## config.mk

```make
export PLATFORM = sky130hd
export DESIGN_NAME = sr_latch_ctrl
export DESIGN_NICKNAME = d
export VERILOG_FILES = /design/src/rtl/sr_ctrl_pkg.sv /design/src/rtl/rr_arbiter.sv /design/src/rtl/sr_latch_ctrl.sv
export SDC_FILE = /design/constraint.sdc
export NUM_CORES = 1
export LEC_CHECK = 0
export BUFFER_PORTS_ARGS = -buffer_cell sky130_fd_sc_hd__buf_2
export CAP_MARGIN = 20
export CORE_ASPECT_RATIO = 0.7
export CORE_MARGIN = 2
export CORE_UTILIZATION = 51
export DETAILED_ROUTE_END_ITERATION = 12
export PLACE_DENSITY = 0.76
export SYNTH_ARGS = -nofsm -noshare
export SYNTH_HDL_FRONTEND = slang
export SYNTH_SLANG_ARGS = --single-unit
```

## constraint.sdc

```tcl
create_clock -name clk -period 3.06 [get_ports clk]
set_input_delay 0.306 -clock clk [delete_from_list [all_inputs] [get_ports clk]]
set_output_delay 0.306 -clock clk [all_outputs]
set_load 0.005 [all_outputs]
```

## src/rtl/sr_ctrl_pkg.sv

```systemverilog
// Shared types and helpers for the sr_latch sequencer (sr_latch_ctrl) and its arbiter.
package sr_ctrl_pkg;

  typedef enum logic [2:0] {
    ST_INIT   = 3'd0,
    ST_IDLE   = 3'd1,
    ST_DRIVE  = 3'd2,
    ST_SETTLE = 3'd3,
    ST_ACK    = 3'd4
  } state_e;

  localparam logic OP_SET = 1'b1;
  localparam logic OP_CLR = 1'b0;

  function automatic int clog2(input int value);
    int r;
    r = 0;
    while ((1 << r) < value) r++;
    return r;
  endfunction

endpackage

```

## src/rtl/rr_arbiter.sv

```systemverilog
// Round-robin pick: first set request at or after ptr, wrapping modulo NUM_REQ.
module rr_arbiter
  import sr_ctrl_pkg::*;
#(
  parameter int NUM_REQ = 4,
  parameter int IDX_W   = 2
) (
  input  logic [NUM_REQ-1:0] req,
  input  logic [IDX_W-1:0]   ptr,
  output logic [NUM_REQ-1:0] gnt_onehot,
  output logic [IDX_W-1:0]   gnt_idx,
  output logic               valid
);

  logic [IDX_W-1:0] cand;

  // NOTE: every output gets a default before the search loop, so no latch is inferred.
  always_comb begin
    gnt_onehot = '0;
    gnt_idx    = '0;
    valid      = 1'b0;
    cand       = '0;
    for (int i = 0; i < NUM_REQ; i++) begin
      cand = IDX_W'((int'(ptr) + i) % NUM_REQ);
      if (!valid && req[cand]) begin
        valid            = 1'b1;
        gnt_idx          = cand;
        gnt_onehot[cand] = 1'b1;
      end
    end
  end

endmodule

```

## src/rtl/sr_latch_ctrl.sv

```systemverilog
// Shares one sr_latch among NUM_REQ requesters with safe s/r/en pulse sequencing.
// Optional readback checking of lat_q is enabled by defining SR_READBACK_CHECK_EN.
module sr_latch_ctrl
  import sr_ctrl_pkg::*;
#(
  parameter int NUM_REQ    = 4,
  parameter int PULSE_CYC  = 2,
  parameter int SETTLE_CYC = 1
) (
  input  logic               clk,
  input  logic               rst_n,
  input  logic [NUM_REQ-1:0] req,
  input  logic [NUM_REQ-1:0] op,
  output logic [NUM_REQ-1:0] gnt,
  output logic [NUM_REQ-1:0] ack,
  output logic               busy,
  output logic               lat_s,
  output logic               lat_r,
  output logic               lat_en,
  output logic               lat_rst,
  input  logic               lat_q,
  output logic               state_q,
  output logic               err
);

  localparam int IDX_W   = (NUM_REQ > 1) ? clog2(NUM_REQ) : 1;
  localparam int CNT_MAX = (PULSE_CYC > SETTLE_CYC) ? PULSE_CYC : SETTLE_CYC;
  localparam int CNT_W   = clog2(CNT_MAX + 1);

  typedef logic [CNT_W-1:0] cnt_t;
  typedef logic [IDX_W-1:0] idx_t;

  state_e             st_q, st_d;
  cnt_t               cnt_q, cnt_d;
  logic [NUM_REQ-1:0] gnt_q, gnt_d;
  logic [NUM_REQ-1:0] ack_q, ack_d;
  idx_t               idx_q, idx_d;
  idx_t               ptr_q, ptr_d;
  logic               op_q, op_d;
  logic               shadow_q, shadow_d;
  logic               lat_s_q, lat_s_d;
  logic               lat_r_q, lat_r_d;
  logic               lat_en_q, lat_en_d;
  logic               lat_rst_q, lat_rst_d;
  logic               err_q, err_d;
  logic               ack_fire;

  logic [NUM_REQ-1:0] arb_onehot;
  idx_t               arb_idx;
  logic               arb_valid;

  rr_arbiter #(
    .NUM_REQ (NUM_REQ),
    .IDX_W   (IDX_W)
  ) u_arb (
    .req        (req),
    .ptr        (ptr_q),
    .gnt_onehot (arb_onehot),
    .gnt_idx    (arb_idx),
    .valid      (arb_valid)
  );

  // The ACK state holds until its counter drains; the completion pulse is launched on that last cycle.
  assign ack_fire = (st_q == ST_ACK) && (cnt_q == '0);

  always_comb begin
    st_d      = st_q;
    cnt_d     = cnt_q;
    gnt_d     = gnt_q;
    ack_d     = '0;
    idx_d     = idx_q;
    ptr_d     = ptr_q;
    op_d      = op_q;
    shadow_d  = shadow_q;
    lat_s_d   = 1'b0;
    lat_r_d   = 1'b0;
    lat_en_d  = 1'b0;
    lat_rst_d = lat_rst_q;

    unique case (st_q)
      ST_INIT: begin
        // Hold the latch reset for one full cycle after rst_n is seen high.
        if (cnt_q == '0) begin
          cnt_d = cnt_t'(1);
        end else begin
          cnt_d     = '0;
          lat_rst_d = 1'b0;
          st_d      = ST_IDLE;
        end
      end
      ST_IDLE: begin
        if (gnt_q != '0) begin
          gnt_d = '0;
        end else if (arb_valid) begin
          gnt_d = arb_onehot;
          idx_d = arb_idx;
          op_d  = op[arb_idx];
          if (op[arb_idx] == shadow_q) begin
            st_d  = ST_ACK;
            cnt_d = cnt_t'(1);
          end else begin
            st_d  = ST_DRIVE;
            cnt_d = cnt_t'(PULSE_CYC);
          end
        end
      end
      ST_DRIVE: begin
        if (cnt_q != '0) begin
          cnt_d    = cnt_q - cnt_t'(1);
          lat_en_d = 1'b1;
          lat_s_d  = (op_q == OP_SET);
          lat_r_d  = (op_q == OP_CLR);
        end else begin
          st_d  = ST_SETTLE;
          cnt_d = cnt_t'(SETTLE_CYC - 1);
        end
      end
      ST_SETTLE: begin
        if (cnt_q != '0) cnt_d = cnt_q - cnt_t'(1);
        else             st_d  = ST_ACK;
      end
      ST_ACK: begin
        if (!ack_fire) begin
          cnt_d = cnt_q - cnt_t'(1);
        end else begin
          ack_d    = gnt_q;
          shadow_d = op_q;
          ptr_d    = (idx_q == idx_t'(NUM_REQ - 1)) ? '0 : idx_q + idx_t'(1);
          st_d     = ST_IDLE;
        end
      end
      default: st_d = ST_INIT;
    endcase
  end

`ifdef SR_READBACK_CHECK_EN
  logic mis_q, mis_d;

  always_comb begin
    err_d = err_q;
    mis_d = 1'b0;
    if (st_q == ST_IDLE && lat_q != shadow_q) begin
      mis_d = 1'b1;
      if (mis_q) err_d = 1'b1;
    end
    if (ack_fire && op_q != shadow_q && lat_q != op_q) err_d = 1'b1;
  end

  always_ff @(posedge clk) begin
    if (!rst_n) mis_q <= 1'b0;
    else        mis_q <= mis_d;
  end
`else
  logic unused_lat_q;

  assign unused_lat_q = lat_q;
  assign err_d        = 1'b0;
`endif

  // NOTE: reset is synchronous, so it is tested inside the clocked block rather than in the sensitivity list.
  always_ff @(posedge clk) begin
    if (!rst_n) begin
      st_q      <= ST_INIT;
      cnt_q     <= '0;
      gnt_q     <= '0;
      ack_q     <= '0;
      idx_q     <= '0;
      ptr_q     <= '0;
      op_q      <= 1'b0;
      shadow_q  <= 1'b0;
      lat_s_q   <= 1'b0;
      lat_r_q   <= 1'b0;
      lat_en_q  <= 1'b0;
      lat_rst_q <= 1'b1;
      err_q     <= 1'b0;
    end else begin
      st_q      <= st_d;
      cnt_q     <= cnt_d;
      gnt_q     <= gnt_d;
      ack_q     <= ack_d;
      idx_q     <= idx_d;
      ptr_q     <= ptr_d;
      op_q      <= op_d;
      shadow_q  <= shadow_d;
      lat_s_q   <= lat_s_d;
      lat_r_q   <= lat_r_d;
      lat_en_q  <= lat_en_d;
      lat_rst_q <= lat_rst_d;
      err_q     <= err_d;
    end
  end

  assign gnt     = gnt_q;
  assign ack     = ack_q;
  assign busy    = (st_q != ST_IDLE);
  assign lat_s   = lat_s_q;
  assign lat_r   = lat_r_q;
  assign lat_en  = lat_en_q;
  assign lat_rst = lat_rst_q;
  assign state_q = shadow_q;
  assign err     = err_q;

endmodule

```

==> After elaboration in Yosys (flattened, before gate mapping) <==
Cells that the tools add are included.
{ "classes": {"muxes": 50, "eq_ne": 15, "order_cmp": 9, "add_sub_neg": 5, "n_reduce_logical": 26, "bitwise_logic": 6} }
{ "ops": {"columns": ["operator", "n"], "rows": [
  ["4-bit two-way mux", 6],
  ["2-bit two-way mux", 11],
  ["3-bit two-way mux", 7],
  ["2-bit != test, second input constant", 8],
  ["2-bit by 3-bit less-than comparator with 1-bit output, second input constant", 5],
  ["1-bit two-way mux", 15],
  ["3-bit one-hot mux with 5 select lines", 1],
  ["4-bit OR", 3],
  ["1-bit binary-select mux with 2-bit select", 5],
  ["2-bit one-hot mux with 5 select lines", 1],
  ["3-bit AND reduction", 3],
  ["1-bit demux with 2-bit select", 4],
  ["2-bit by 1-bit >= comparator with 1-bit output, second input constant", 4],
  ["1-bit logical AND", 8],
  ["2-bit AND reduction", 4],
  ["3-bit by 2-bit == test with 1-bit output, second input constant", 2],
  ["6-bit AND reduction", 1],
  ["5-bit AND reduction", 1],
  ["5-bit nonzero test", 1],
  ["2-bit by 1-bit adder with 2-bit output, second input constant", 2],
  ["2-bit adder, second input constant", 2],
  ["2-bit nonzero test", 2],
  ["4-bit nonzero test", 1],
  ["3-bit by 1-bit == test with 1-bit output, second input constant", 1],
  ["9 further kinds", 13]
]} }
{ "totals": {"regBits": 23, "elab_cells": 123, "input_bits": 11} }

==> Logic depth before layout (Yosys ltp) <==
Gate-level depths: netlist of run 1.
{ "depth": {"word_depth": 19, "ltp_mapped": 12, "depth_no_buf": 8} }

==> Hierarchy <==
A second synthesis of run 1 with hierarchy kept.
{ "hier_totals": {"hier_cells": 161, "hier_area_um2": 1552.7} }
{ "modules_own_cells": {"columns": ["mod", "area_each_um2", "cells_each", "instances", "seq_area_each_um2"], "rows": [
  ["sr_latch_ctrl", 1133.6, 116, 1, 460.4],
  ["rr_arbiter", 419.2, 45, 1, 0.0]
]} }

==> Least setup slack after synthesis of run 1 <==
No wires, ideal clock.
{ "synth_timing": {"path_type": "reg-to-reg", "from": "reg ptr_q[0]", "to": "reg st_q[1]", "arrival_ps": 2963, "n_path_buf": 3, "stages_incl_launch_ff": 12, "path_slack_ps": -21, "setup_ps": 117, "cell_sequence": "dfxtp_1 > buf_6 > clkbuf_1 > inv_1 > ha_1 > buf_2 > mux2i_1 > or4_1 > a311oi_1 > a211oi_4 > a211o_1 > a32o_1"} }
{ "synth_via": {"elab_chain_cells": 19} }
{ "synth_rtl": {"columns": ["item", "line_no", "rtl"], "rows": [
  ["start, declared", "sr_latch_ctrl.sv:38", "idx_t ptr_q, ptr_d;"],
  ["start signal, assigned", "sr_latch_ctrl.sv:182", "ptr_q <= ptr_d;"],
  ["branches (longest 19 deep; another with 2-bit by 1-bit adder with 2-bit output)", null, null],
  ["end signal, assigned", "sr_latch_ctrl.sv:177", "st_q <= st_d;"],
  ["end, declared", "sr_latch_ctrl.sv:33", "state_e st_q, st_d;"]
]} }
Parallel ways; which one is timed is not known. The select of a mux whose other input is x is not followed.
A chain may end at the register's enable or synchronous reset.

==> Final worst setup path of run 1 <==
Ends and elaborated chain as after synthesis.

==> results by group, run 1 <==
Clocking
  • Total CTS buffers: 3
  • Latest clock arrival within the worst-skew pair: 0.26 ns
  • Post-CTS resize count: 0
  • Postcts setup bufs: 0
  • Total clock sinks: 23
  • Clk buf depth: 2
  • CTS Hold Bufs: 0
  • Clock slew at reported path FFs: ~0.080 ns
  • Clock Root Buffer: clkbuf_8
  • TritonCTS clock tree: built
  • CTS HTree Levels: 1

STA
  • Final period util: about nine tenths
  • Final hold slack: approximately 0.32 ns
  • Slew Viols, Final: 0
  • Minimum clock period: 2.77 ns
  • Setup-failing EPs final: 0
  • Setup TNS: 0 ns
  • RSZ-0062 raised after global routing: no
  • Slew HR: around 57%
  • Clock skew: around 0.004 ns
  • Achievable Freq: 361 MHz
  • Slew at the pin closest to its max-slew limit: ~0.65 ns
  • Fin. Hold Viols: 0

Final layout
  • Area grow syn2layout: 8.94%
  • Fill cells: 301
  • Non-filler instance count after layout: between 200 and 300
  • Nets: around 250
  • Share of layout cells above drive strength 1: about 17%
  • Antenna diode count: 0

Pwr
  • Net Sw Frac: about 40%
  • PwrDens: approximately 600 nW/um^2
  • Switching power of the nets: about 450 uW
  • Pint: between 600 and 700 uW
  • Lkg Pwr: approximately 0.0008 uW
  • Clock network fraction of design power: about 17%
  • Logic pwr share: a little under half
  • Proportion of power drawn by flip-flops and latches: a little under two fifths
  • Worst VDD drop: around 230 uV

Setup path
  • Top delay family on crit path: compound AO/OA/AOI/OAI gates
  • Critical path class: register to register
  • Buf/Inv on CP: 1
  • Arr. time, crit path: 2.93 ns
  • Crit-path slowest cell: ha_1
  • Critical-path cell list: inv_1 > ha_1 > mux4_2 > o21bai_1 > nor3_1 > a211oi_4 > a211o_1 > a32o_1
  • Critical Path RT: roughly 3.2 ns
  • Crit. End Element: register
  • CP Max Fanout: 9
  • Startpoint types: register
  • Peak per-stage delay on the critical path: about 0.5 ns

Die
  • Initial Util: a little over half
  • Die footprint: slightly below 4000 um^2
  • Die W: around 73 um
  • Die Y: roughly 53 um
  • Cell Rows: 17
  • Core box area: 3190 um^2
  • IO Count: 26

Logic synthesis
  • Synth area leader: dfxtp_1
  • Mux contribution to synthesized area: 11.6%
  • Syn Area/Cell: between 8 and 9 um^2
  • XOR/XNOR Fraction of Synth Area: 0%
  • Post-synthesis sequential area ratio: about a quarter
  • Synth top cells by count: dfxtp_1, nor2_1, nand2_1, o21ai_0
  • Top cells by area, synth: dfxtp_1, ha_1, mux2i_1
  • Post-synthesis compound-gate area fraction: about a quarter
  • Adder-cell share of the synthesized area: 7.99%
  • Simple-gate portion of the synthesized area: roughly a fifth
  • Largest family of logic cells by synthesized area: compound AO/OA/AOI/OAI gates
  • Yosys top cell area share: 26.7%
  • Yosys warns: 0
  • Syn Inst Count: approximately 210
  • Yosys reg bits: 23
  • Syn Std Cell Area: ~1700 um^2
  • Net Count, Synth: between 200 and 250
  • Most numerous cell in the Yosys netlist: dfxtp_1
  • Main flop type after synthesis: dfxtp_1
  • Distinct cells, synth: 52
  • Asr flop ratio synth: 0%
  • Post-synth EDFFs: 0

Routing
  • Via count: 1573
  • Number of remaining DRC errors: 0
  • First DRT Iteration DRCs: 70
  • Post-Route WL: around 3600 um
  • Routed len/inst: around 14 um
  • Final antenna-violating net count: 0
  • DR pass1 iterations: 4
  • Drt via density: 6.05

Placement
  • RePlAce Congestion: 0.842
  • Dpl hpwl: between 2000 and 3000 um
  • IO Port Bufs: 23
  • DP Cell Count: 256

Run
  • Maxcap violations: 0

Global routing
  • GR Util All Layers: just over 20%
  • Overflow after GRT: 0
  • Vias in the first global route: between 1000 and 1500
  • Initial antenna violation count: 0
  • Largest net degree at the start of global routing: 21
  • First-pass GRT wire length: just over 6000 um

Min path
  • Min-Delay Path Class: input port to register

Outcome
  • Status: complete, no violations
[logic make-up after synthesis]
group / count (synthesis)
buf+inv: 26
compound gates: 65
other cells: 1
mux: 16
simple gates: 66
fa+ha+maj: 11
flops: 23
[worst reg2reg max path, cell delays in order, from the launching register on]
cell and delay (ns):
dfxtp_1 0.33, inv_1 0.10, ha_1 0.50, mux4_2 0.48, o21bai_1 0.26, nor3_1 0.31
a211oi_4 0.11, a211o_1 0.33, a32o_1 0.25
[routing by layer]
layer  vias up  routed length, um  GRT usage, %
li1        788                  -             -
met4         0                 19          2.73
met3         4                255          5.19
met2        64               1540          30.2
met5         -                  0             0
met1       717               1820          29.9
[sequential cells by signal, summed over array words and instances, names as in the netlist, 2 cells and up]
signal	count
ptr_q	2
idx_q	2
cnt_q	2
st_q	3
ack	4
gnt	4
[stage by stage]
stage	power (uW)	setup slack, ns	utilization, %	cell area, um^2
after CTS	1120	0.300	58.8	1880
after detailed placement	937	0.314	57.3	1830
after global placement	930	0.351	57.3	1830
after global routing	1220	0.0972	58.8	1880
final	1120	0.288	58.8	1880
after floorplan	835	0.129	-	1730
[power by group through the flow]
stage	combinational [uW]	clock (uW)	sequential [uW]
2_1_floorplan	451	0	384
3_3_place_gp	510	0	420
3_5_place_dp	515	0	421
4_1_cts	520	189	414
5_1_grt	593	204	426
6_report	522	185	415
[area by class of cell]
type | count | area, um^2 | share of cell area (%)
Sequential cell | 23 | 460 | 24.5
Timing Repair Buffer | 26 | 138 | 7.34
Tap cell | 38 | 47.5 | 2.54
Clock inverter | 1 | 5.00 | 0.267
Clock buffer | 3 | 41.3 | 2.20
Inverter | 10 | 37.5 | 2.00
Multi-Input combinational cell | 159 | 1150 | 61.1
[cells in the final DEF, fill, tap and decap left out, types with 2 or more instances in the layout]
cell type  count
dfxtp_1       23
buf_2         23
nor2_1        22
o21ai_0       13
nand2_1       13
a21oi_1       12
mux2i_1       12
ha_1          11
inv_1          9
nand2b_1       5
and3_1         5
and2_1         4
nor2b_1        4
a22oi_1        4
a22o_1         4
a31oi_1        4
a211o_1        3
or4_1          3
o211ai_1       3
mux4_2         3
o21a_1         3
clkbuf_8       3
buf_4          3
o21bai_1       2
a211oi_1       2
a32o_1         2
[final timing paths]
check / start / cells after the start / end / slack, ns
min reg2reg: lat_rst$_SDFFE_PN1P_ / 2 / lat_rst$_SDFFE_PN1P_ / 0.46
min: rst_n / 2 / lat_rst$_SDFFE_PN1P_ / 0.32
max: ptr_q[0]$_SDFFE_PN0P_ / 8 / st_q[1]$_SDFFE_PN0P_ / 0.29
max reg2reg: ptr_q[0]$_SDFFE_PN0P_ / 8 / st_q[1]$_SDFFE_PN0P_ / 0.29
Power figures use the tool's default switching activity.
==> run 2: changes to the inputs <==
--- a/config.mk
+++ b/config.mk
@@ -7,7 +7,7 @@
 export LEC_CHECK = 0
 export BUFFER_PORTS_ARGS = -buffer_cell sky130_fd_sc_hd__buf_2
 export CAP_MARGIN = 20
-export CORE_ASPECT_RATIO = 0.7
+export CORE_ASPECT_RATIO = 0.75
 export CORE_MARGIN = 2
 export CORE_UTILIZATION = 51
 export DETAILED_ROUTE_END_ITERATION = 12
==> constraint.sdc (replaced) <==
create_clock -name clk -period 2.35 [get_ports clk]
set_input_delay 0.235 -clock clk [delete_from_list [all_inputs] [get_ports clk]]
set_output_delay 0.235 -clock clk [all_outputs]
set_load 0.005 [all_outputs]
==> results by group, run 2 (synthesis results as in run 1) <==
Global routing
  • First-pass GRT wire length: 6590 um (+7.9%)
  • Largest net degree at the start of global routing: 15 (-29%)
  • Initial antenna violation count: 0 (unchanged)
  • Overflow after GRT: 0 (unchanged)
  • GR Util All Layers: 21.7% (+1.4 points)
  • Vias in the first global route: 1412 (+8.4%)

Setup path
  • FF-to-FF Start: ptr_q[0]$_SDFFE_PN0P_
  • Startpoint types: register
  • Arr. time, crit path: 2.51 ns (-0.42 ns)
  • Critical Path RT: 2.51 ns (-0.71 ns)
  • Critical Path Source: ptr_q[0]$_SDFFE_PN0P_
  • Critical path class: register to register
  • Crit. End Element: register
  • Worst reg2reg setup slack: 0.002 ns (-0.29 ns)
  • R2R depth: 9 (+1)
  • Critical-path cell list: inv_8 > ha_4 > buf_4 > mux2i_1 > a2111oi_4 > a211oi_2 > a21oi_1 > a211o_1 > a32o_1
  • CP Max Fanout: 7 (-2)
  • Crit-path slowest cell: dfxtp_4
  • R2R Path End: st_q[1]$_SDFFE_PN0P_
  • Peak per-stage delay on the critical path: 0.42 ns (-0.08 ns)

Pwr
  • PwrDens: 741 nW/um^2 (+24%)
  • Lkg Pwr: 0.000922 uW (+17%)
  • Pint: 965 uW (+44%)
  • Worst VDD drop: 288 uV (+24%)
  • Logic pwr share: 52.4% (+5.9 points)
  • Clock network fraction of design power: 15.1% (-1.4 points)
  • Switching power of the nets: 625 uW (+38%)
  • Proportion of power drawn by flip-flops and latches: 32.6% (-4.4 points)
  • Net Sw Frac: 39.3% (-1.0 points)

Die
  • Die footprint: 3860 um^2 (about the same)
  • Die Y: 54.3 um (+3.2%)
  • Cell Rows: 18 (+1)
  • Core box area: 3270 um^2 (+2.4%)
  • IO Count: 26 (unchanged)
  • Initial Util: 52.7% (-1.2 points)
  • Die W: 71.1 um (-3.2%)

Clocking
  • Clk buf depth: 2 (unchanged)
  • CTS HTree Levels: 1 (unchanged)
  • Total CTS buffers: 3 (unchanged)
  • Clock Root Buffer: clkbuf_8
  • Latest clock arrival within the worst-skew pair: 0.26 ns (about the same)
  • Total clock sinks: 23 (unchanged)
  • TritonCTS clock tree: built
  • CTS Hold Bufs: 0 (unchanged)
  • Clock slew at reported path FFs: 0.08 ns (about the same)

Min path
  • Min-Delay Path Depth: 2 (unchanged)
  • Min-Delay Path Class: input port to register
  • Hold path start: rst_n
  • Hold endpoint: lat_rst$_SDFFE_PN1P_

Routing
  • DR pass1 iterations: 4 (unchanged)
  • Number of remaining DRC errors: 0 (unchanged)
  • Final antenna-violating net count: 0 (unchanged)
  • Via count: 1626 (+3.4%)
  • Post-Route WL: 3990 um (+9.9%)
  • Routed len/inst: 14.0 um (-0.11%)
  • First DRT Iteration DRCs: 107 (+53%)
  • Drt via density: 5.69 (-6.0%)

Final layout
  • Utilization after layout: 65.7% (+6.9 points)
  • Share of layout cells above drive strength 1: 28.9% (+12 points)
  • Most common cell after layout, fill and taps aside: buf_4
  • Antenna diode count: 0 (unchanged)
  • Area grow syn2layout: 24.6%
  • Nets: 269 (+9.8%)
  • Commonest cells after routing, fill and taps aside: buf_4, buf_2, nor2_1

STA
  • Achievable Freq: 426 MHz (+18%)
  • Minimum clock period: 2.35 ns (-0.424 ns)
  • Final hold slack: 0.248 ns (-0.0742 ns)
  • RSZ-0062 raised after global routing: yes
  • Slew Viols, Final: 0 (unchanged)
  • Fin. Hold Viols: 0 (unchanged)
  • Clock skew: 0.00139 ns (-0.00265 ns)
  • Setup-failing EPs final: 0 (unchanged)
  • Final period util: 99.9% (+9.3 points)

Run
  • Maxcap violations: 0 (unchanged)

Outcome
  • Status: complete, no violations

Placement
  • IO Port Bufs: 23 (unchanged)
  • RePlAce Congestion: 0.922 (+9.5%)
  • Dpl hpwl: 2970 um (+11%)
run 2: changes by cell type in the layout (fill, tap and decap cells not counted), sizes merged:
cell  delta
buf     +24
run 2: worst max path at each step:
stage	endpoint	slack [ns]	cells past startpoint
6_report	st_q[1]$_SDFFE_PN0P_	0.002	9
2_1_floorplan	st_q[1]$_SDFFE_PN0P_	-0.35	11
5_1_grt	st_q[2]$_SDFFE_PN0P_	-0.08	9
3_5_place_dp	st_q[1]$_SDFFE_PN0P_	-0.11	8
4_1_cts	st_q[1]$_SDFFE_PN0P_	-0.02	8
3_3_place_gp	st_q[1]$_SDFFE_PN0P_	-0.08	8
run 2: cell type report:
| type | instances | area [um^2] |
|---|---|---|
| Multi-Input combinational cell | 159 | 1220 |
| Fill cell | 266 | 1120 |
| Sequential cell | 23 | 465 |
| Timing Repair Buffer | 50 | 318 |
| Tap cell | 40 | 50.0 |
| Inverter | 10 | 45.0 |
| Clock buffer | 3 | 41.3 |
| Clock inverter | 1 | 5.00 |
run 2: repair_timing:
item / 4_1_cts / 5_1_grt
pin swaps: 3 / 1
buffers inserted: 2 / 2
resized for setup: 4 / 7
setup endpoints to repair: 5 / 5
run 2: routing by layer:
metal | global-route usage (%) | wire length [um]
met1 | 30.1 | 1930
met2 | 35.8 | 1740
met3 | 4.05 | 257
met4 | 4.72 | 61
met5 | 0 | 0
run 2: power groups by stage:
stage / Clock [uW] / Sequential, uW / Combinational, uW
after floorplan: 0 / 500 / 612
after global placement: 0 / 525 / 770
after detailed placement: 0 / 527 / 781
after CTS: 243 / 519 / 796
after global routing: 253 / 529 / 935
final: 239 / 518 / 832
run 2: metrics by stage:
stage | setup TNS (ns) | area, um^2 | setup slack (ns) | std cells | total power (uW)
2_1_floorplan | -1.07 | 1790 | -0.346 | 208 | 1110
3_3_place_gp | -0.153 | 2010 | -0.0779 | 278 | 1290
3_5_place_dp | -0.293 | 2010 | -0.105 | 278 | 1310
4_1_cts | -0.0364 | 2090 | -0.0209 | 284 | 1560
5_1_grt | -0.258 | 2140 | -0.0755 | 286 | 1720
6_report | 0 | 2140 | 0.00191 | 286 | 1590
run 2: worst max-delay path: cells and delay by family, from the launching register on:
family | cells | cell delay, ns
AOI/OAI and AO/OA | 5 | 1.07
buffers and inverters | 2 | 0.19
adders and majority gates | 1 | 0.27
muxes | 1 | 0.30
DFF | 1 | 0.42
==> run 3: changes to the inputs <==
--- a/config.mk
+++ b/config.mk
@@ -9,9 +9,10 @@
 export CAP_MARGIN = 20
 export CORE_ASPECT_RATIO = 0.75
 export CORE_MARGIN = 2
-export CORE_UTILIZATION = 51
+export CORE_UTILIZATION = 50
 export DETAILED_ROUTE_END_ITERATION = 12
-export PLACE_DENSITY = 0.76
+export PLACE_DENSITY = 0.75
 export SYNTH_ARGS = -nofsm -noshare
 export SYNTH_HDL_FRONTEND = slang
+export SYNTH_HIERARCHICAL = 1
 export SYNTH_SLANG_ARGS = --single-unit
==> results by group, run 3 <==
Outcome
  • Status: finished, violations left
  • Failing checks: setup timing

Placement
  • IO Port Bufs: 23 (unchanged)
  • DP Cell Count: 232 (-17%)
  • Dpl hpwl: 2840 um (-4.2%)
  • Pre-CTS WS: -0.528 ns (-0.423 ns)
  • RePlAce Congestion: 0.858 (-6.9%)

STA
  • Slew Viols, Final: 0 (unchanged)
  • Clock skew: 0.00454 ns (+0.00315 ns)
  • Setup TNS: -3.66 ns (-3.66 ns)
  • Achievable Freq: 351 MHz (-18%)
  • Final worst slack: -0.499 ns (-0.501 ns)
  • Slew HR: approximately two thirds
  • Final period util: 121% (+21 points)
  • Minimum clock period: 2.85 ns (+0.501 ns)
  • RSZ-0062 raised after global routing: yes
  • Fin. Hold Viols: 0 (unchanged)
  • Slew at the pin closest to its max-slew limit: 0.506 ns
  • Setup-failing EPs final: 12 (+12)

Global routing
  • Overflow after GRT: 0 (unchanged)
  • Largest net degree at the start of global routing: 21 (+6)
  • First-pass GRT wire length: 6240 um (-5.2%)
  • GR Util All Layers: 23.9% (+2.2 points)
  • Initial antenna violation count: 0 (unchanged)
  • Vias in the first global route: 1370 (-3.0%)

Logic synthesis
  • Main flop type after synthesis: dfxtp_1
  • Post-synth EDFFs: 0 (unchanged)
  • Post-synthesis sequential area ratio: 29.7% (+2.9 points)
  • Yosys top cell area share: 29.7% (+2.9 points)
  • Synth area leader: dfxtp_1
  • Top cells by area, synth: dfxtp_1, ha_1, mux2i_1
  • Syn Inst Count: 161 (-23%)
  • Syn Area/Cell: 9.64 um^2 (+17%)
  • Yosys warns: 6 (+6)
  • Asr flop ratio synth: 0% (unchanged)
  • Syn Std Cell Area: 1550 um^2 (-9.8%)
  • Distinct cells, synth: 52 (unchanged)
  • Yosys reg bits: 23 (unchanged)
  • Net Count, Synth: 181 (-21%)
  • Most numerous cell in the Yosys netlist: dfxtp_1
  • Synth top cells by count: dfxtp_1, ha_1, nand2_1, nor2_1, a22oi_1

Clocking
  • Clock slew at reported path FFs: 0.07 ns (about the same)
  • CTS HTree Levels: 1 (unchanged)
  • Latest clock arrival within the worst-skew pair: 0.27 ns (about the same)
  • Clk buf depth: 2 (unchanged)
  • Clock Root Buffer: clkbuf_8
  • Total CTS buffers: 3 (unchanged)
  • Total clock sinks: 23 (unchanged)
  • TritonCTS clock tree: built

Die
  • Initial Util: 52.5% (-0.20 points)
  • Cell Rows: 17 (-1)
  • IO Count: 26 (unchanged)
  • Die Y: 52.3 um (-3.8%)
  • Die footprint: 3570 um^2 (-7.5%)
  • Die W: 68.3 um (-3.9%)
  • Core box area: 2960 um^2 (-9.5%)

Run
  • Maxcap violations: 0 (unchanged)

Routing
  • Routed len/inst: 15.7 um (+13%)
  • First DRT Iteration DRCs: 65 (-39%)
  • Via count: 1408 (-13%)
  • Drt via density: 5.84 (+2.8%)
  • Final antenna-violating net count: 0 (unchanged)
  • DR pass1 iterations: 4 (unchanged)
  • Post-Route WL: 3790 um (-5.1%)
  • Number of remaining DRC errors: 0 (unchanged)

Pwr
  • Logic pwr share: 50.1% (-2.3 points)
  • Switching power of the nets: 633 uW (+1.3%)
  • PwrDens: 823 nW/um^2 (+11%)
  • Proportion of power drawn by flip-flops and latches: 34.6% (+2.0 points)
  • Clock network fraction of design power: 15.4% (+0.3 points)
  • Pint: 973 uW (+0.92%)
  • Worst VDD drop: 450 uV (+56%)
  • Lkg Pwr: 0.000808 uW (-12%)
  • Net Sw Frac: 39.4% (+0.085 points)

Final layout
  • Area grow syn2layout: 25.7%
  • Most common cell after layout, fill and taps aside: buf_4
  • Commonest cells after routing, fill and taps aside: buf_4, buf_2, dfxtp_1
  • Share of layout cells above drive strength 1: 40.4% (+12 points)
  • FF+latch area: 468 um^2 (+0.54%)
  • Antenna diode count: 0 (unchanged)
  • Fill cells: 244 (-8.3%)
  • Non-filler instance count after layout: 241 (-16%)
  • Nets: 224 (-17%)
  • Area of the multi-input gates: 1060 um^2 (-13%)

Setup path
  • Arr. time, crit path: 3.02 ns (+0.51 ns)
  • Startpoint types: register
  • Critical path class: register to register
  • Critical Path RT: 2.52 ns (about the same)
  • Worst reg2reg setup slack: -0.50 ns (-0.50 ns)
  • CP Max Fanout: 6 (-1)
  • Crit. End Element: register

Min path
  • Min-Delay Path Class: input port to register
[run 3: changes by cell type in the layout (fill, tap and decap cells not counted), moves of 5 or more]
cell / delta
a21oi_1: -10
nor2_1: -14
o21ai_0: -7
mux2i_1: -5
[run 3: critical path, cell delays in order, from the launching register on]
cell and delay [ns]:
dfxtp_4 0.40, inv_4 0.05, ha_4 0.26, mux4_2 0.38, and2b_2 0.27, o21ai_2 0.07, o31ai_4 0.08, mux4_2 0.61
xor2_4 0.19, a211o_1 0.27, o21a_1 0.17
[run 3: worst paths after layout]
kind	cells past startpoint	from	end
worst max-delay path	10	ptr_q[0]$_SDFFE_PN0P_	cnt_q[1]$_SDFFE_PN0P_
worst min-delay path	2	rst_n	lat_rst$_SDFFE_PN1P_
worst max register to register	10	ptr_q[0]$_SDFFE_PN0P_	cnt_q[1]$_SDFFE_PN0P_
worst min register to register	2	lat_rst$_SDFFE_PN1P_	lat_rst$_SDFFE_PN1P_
[run 3: power groups by stage]
stage,Combinational (uW),Clock [uW],Sequential [uW]
after CTS,777,254,552
after global placement,714,0,554
after global routing,882,268,568
after floorplan,590,0,507
after detailed placement,746,0,562
final,804,247,555
[run 3: final cells by class]
cell class,instances,area share [%]
repair buffers,48,15.5
well taps,38,2.44
inverters,7,1.47
clock inverters,1,0.256
multi-input cells,121,54.2
clock buffers,3,2.12
flip-flops and latches,23,24.0
[run 3: through the flow]
stage                     utilization (%)  hold slack (ns)  total power [uW]  instance area (um^2)
final                                66.0            0.297              1610                  1950
after global routing                 66.0            0.314              1720                  1950
after CTS                            65.3            0.287              1580                  1930
after detailed placement             61.9            0.454              1310                  1830
after global placement               61.9            0.447              1270                  1830
after floorplan                         -            0.413              1100                  1590
[run 3: repair_timing]
| item | 4_1_cts | 5_1_grt |
|---|---|---|
| cloned | 0 | 0 |
| setup endpoints to repair | 12 | 12 |
| buffers inserted | 3 | 2 |
| pin swaps | 1 | 4 |
| hold buffers | 0 | 0 |
| gates resized for setup | 12 | 3 |
[run 3: cells by family after synthesis]
logic type                 share of synthesized area [%]
xor gates and xnor gates                            1.13
DFF                                                 29.7
AOI/OAI and AO/OA                                   17.6
muxes                                               13.7
other                                              0.242
adders and majority gates                           7.25
buffers and inverters                               6.12
and+or+nand+nor                                     24.3
[run 3: layer usage]
layer | up-vias | global-route usage [%] | routed length, um
li1 | 679 | - | -
met1 | 679 | 28.4 | 1660
met3 | 5 | 6.88 | 266
met5 | - | 0 | 0
met4 | 0 | 10.0 | 53
met2 | 45 | 40.0 | 1810
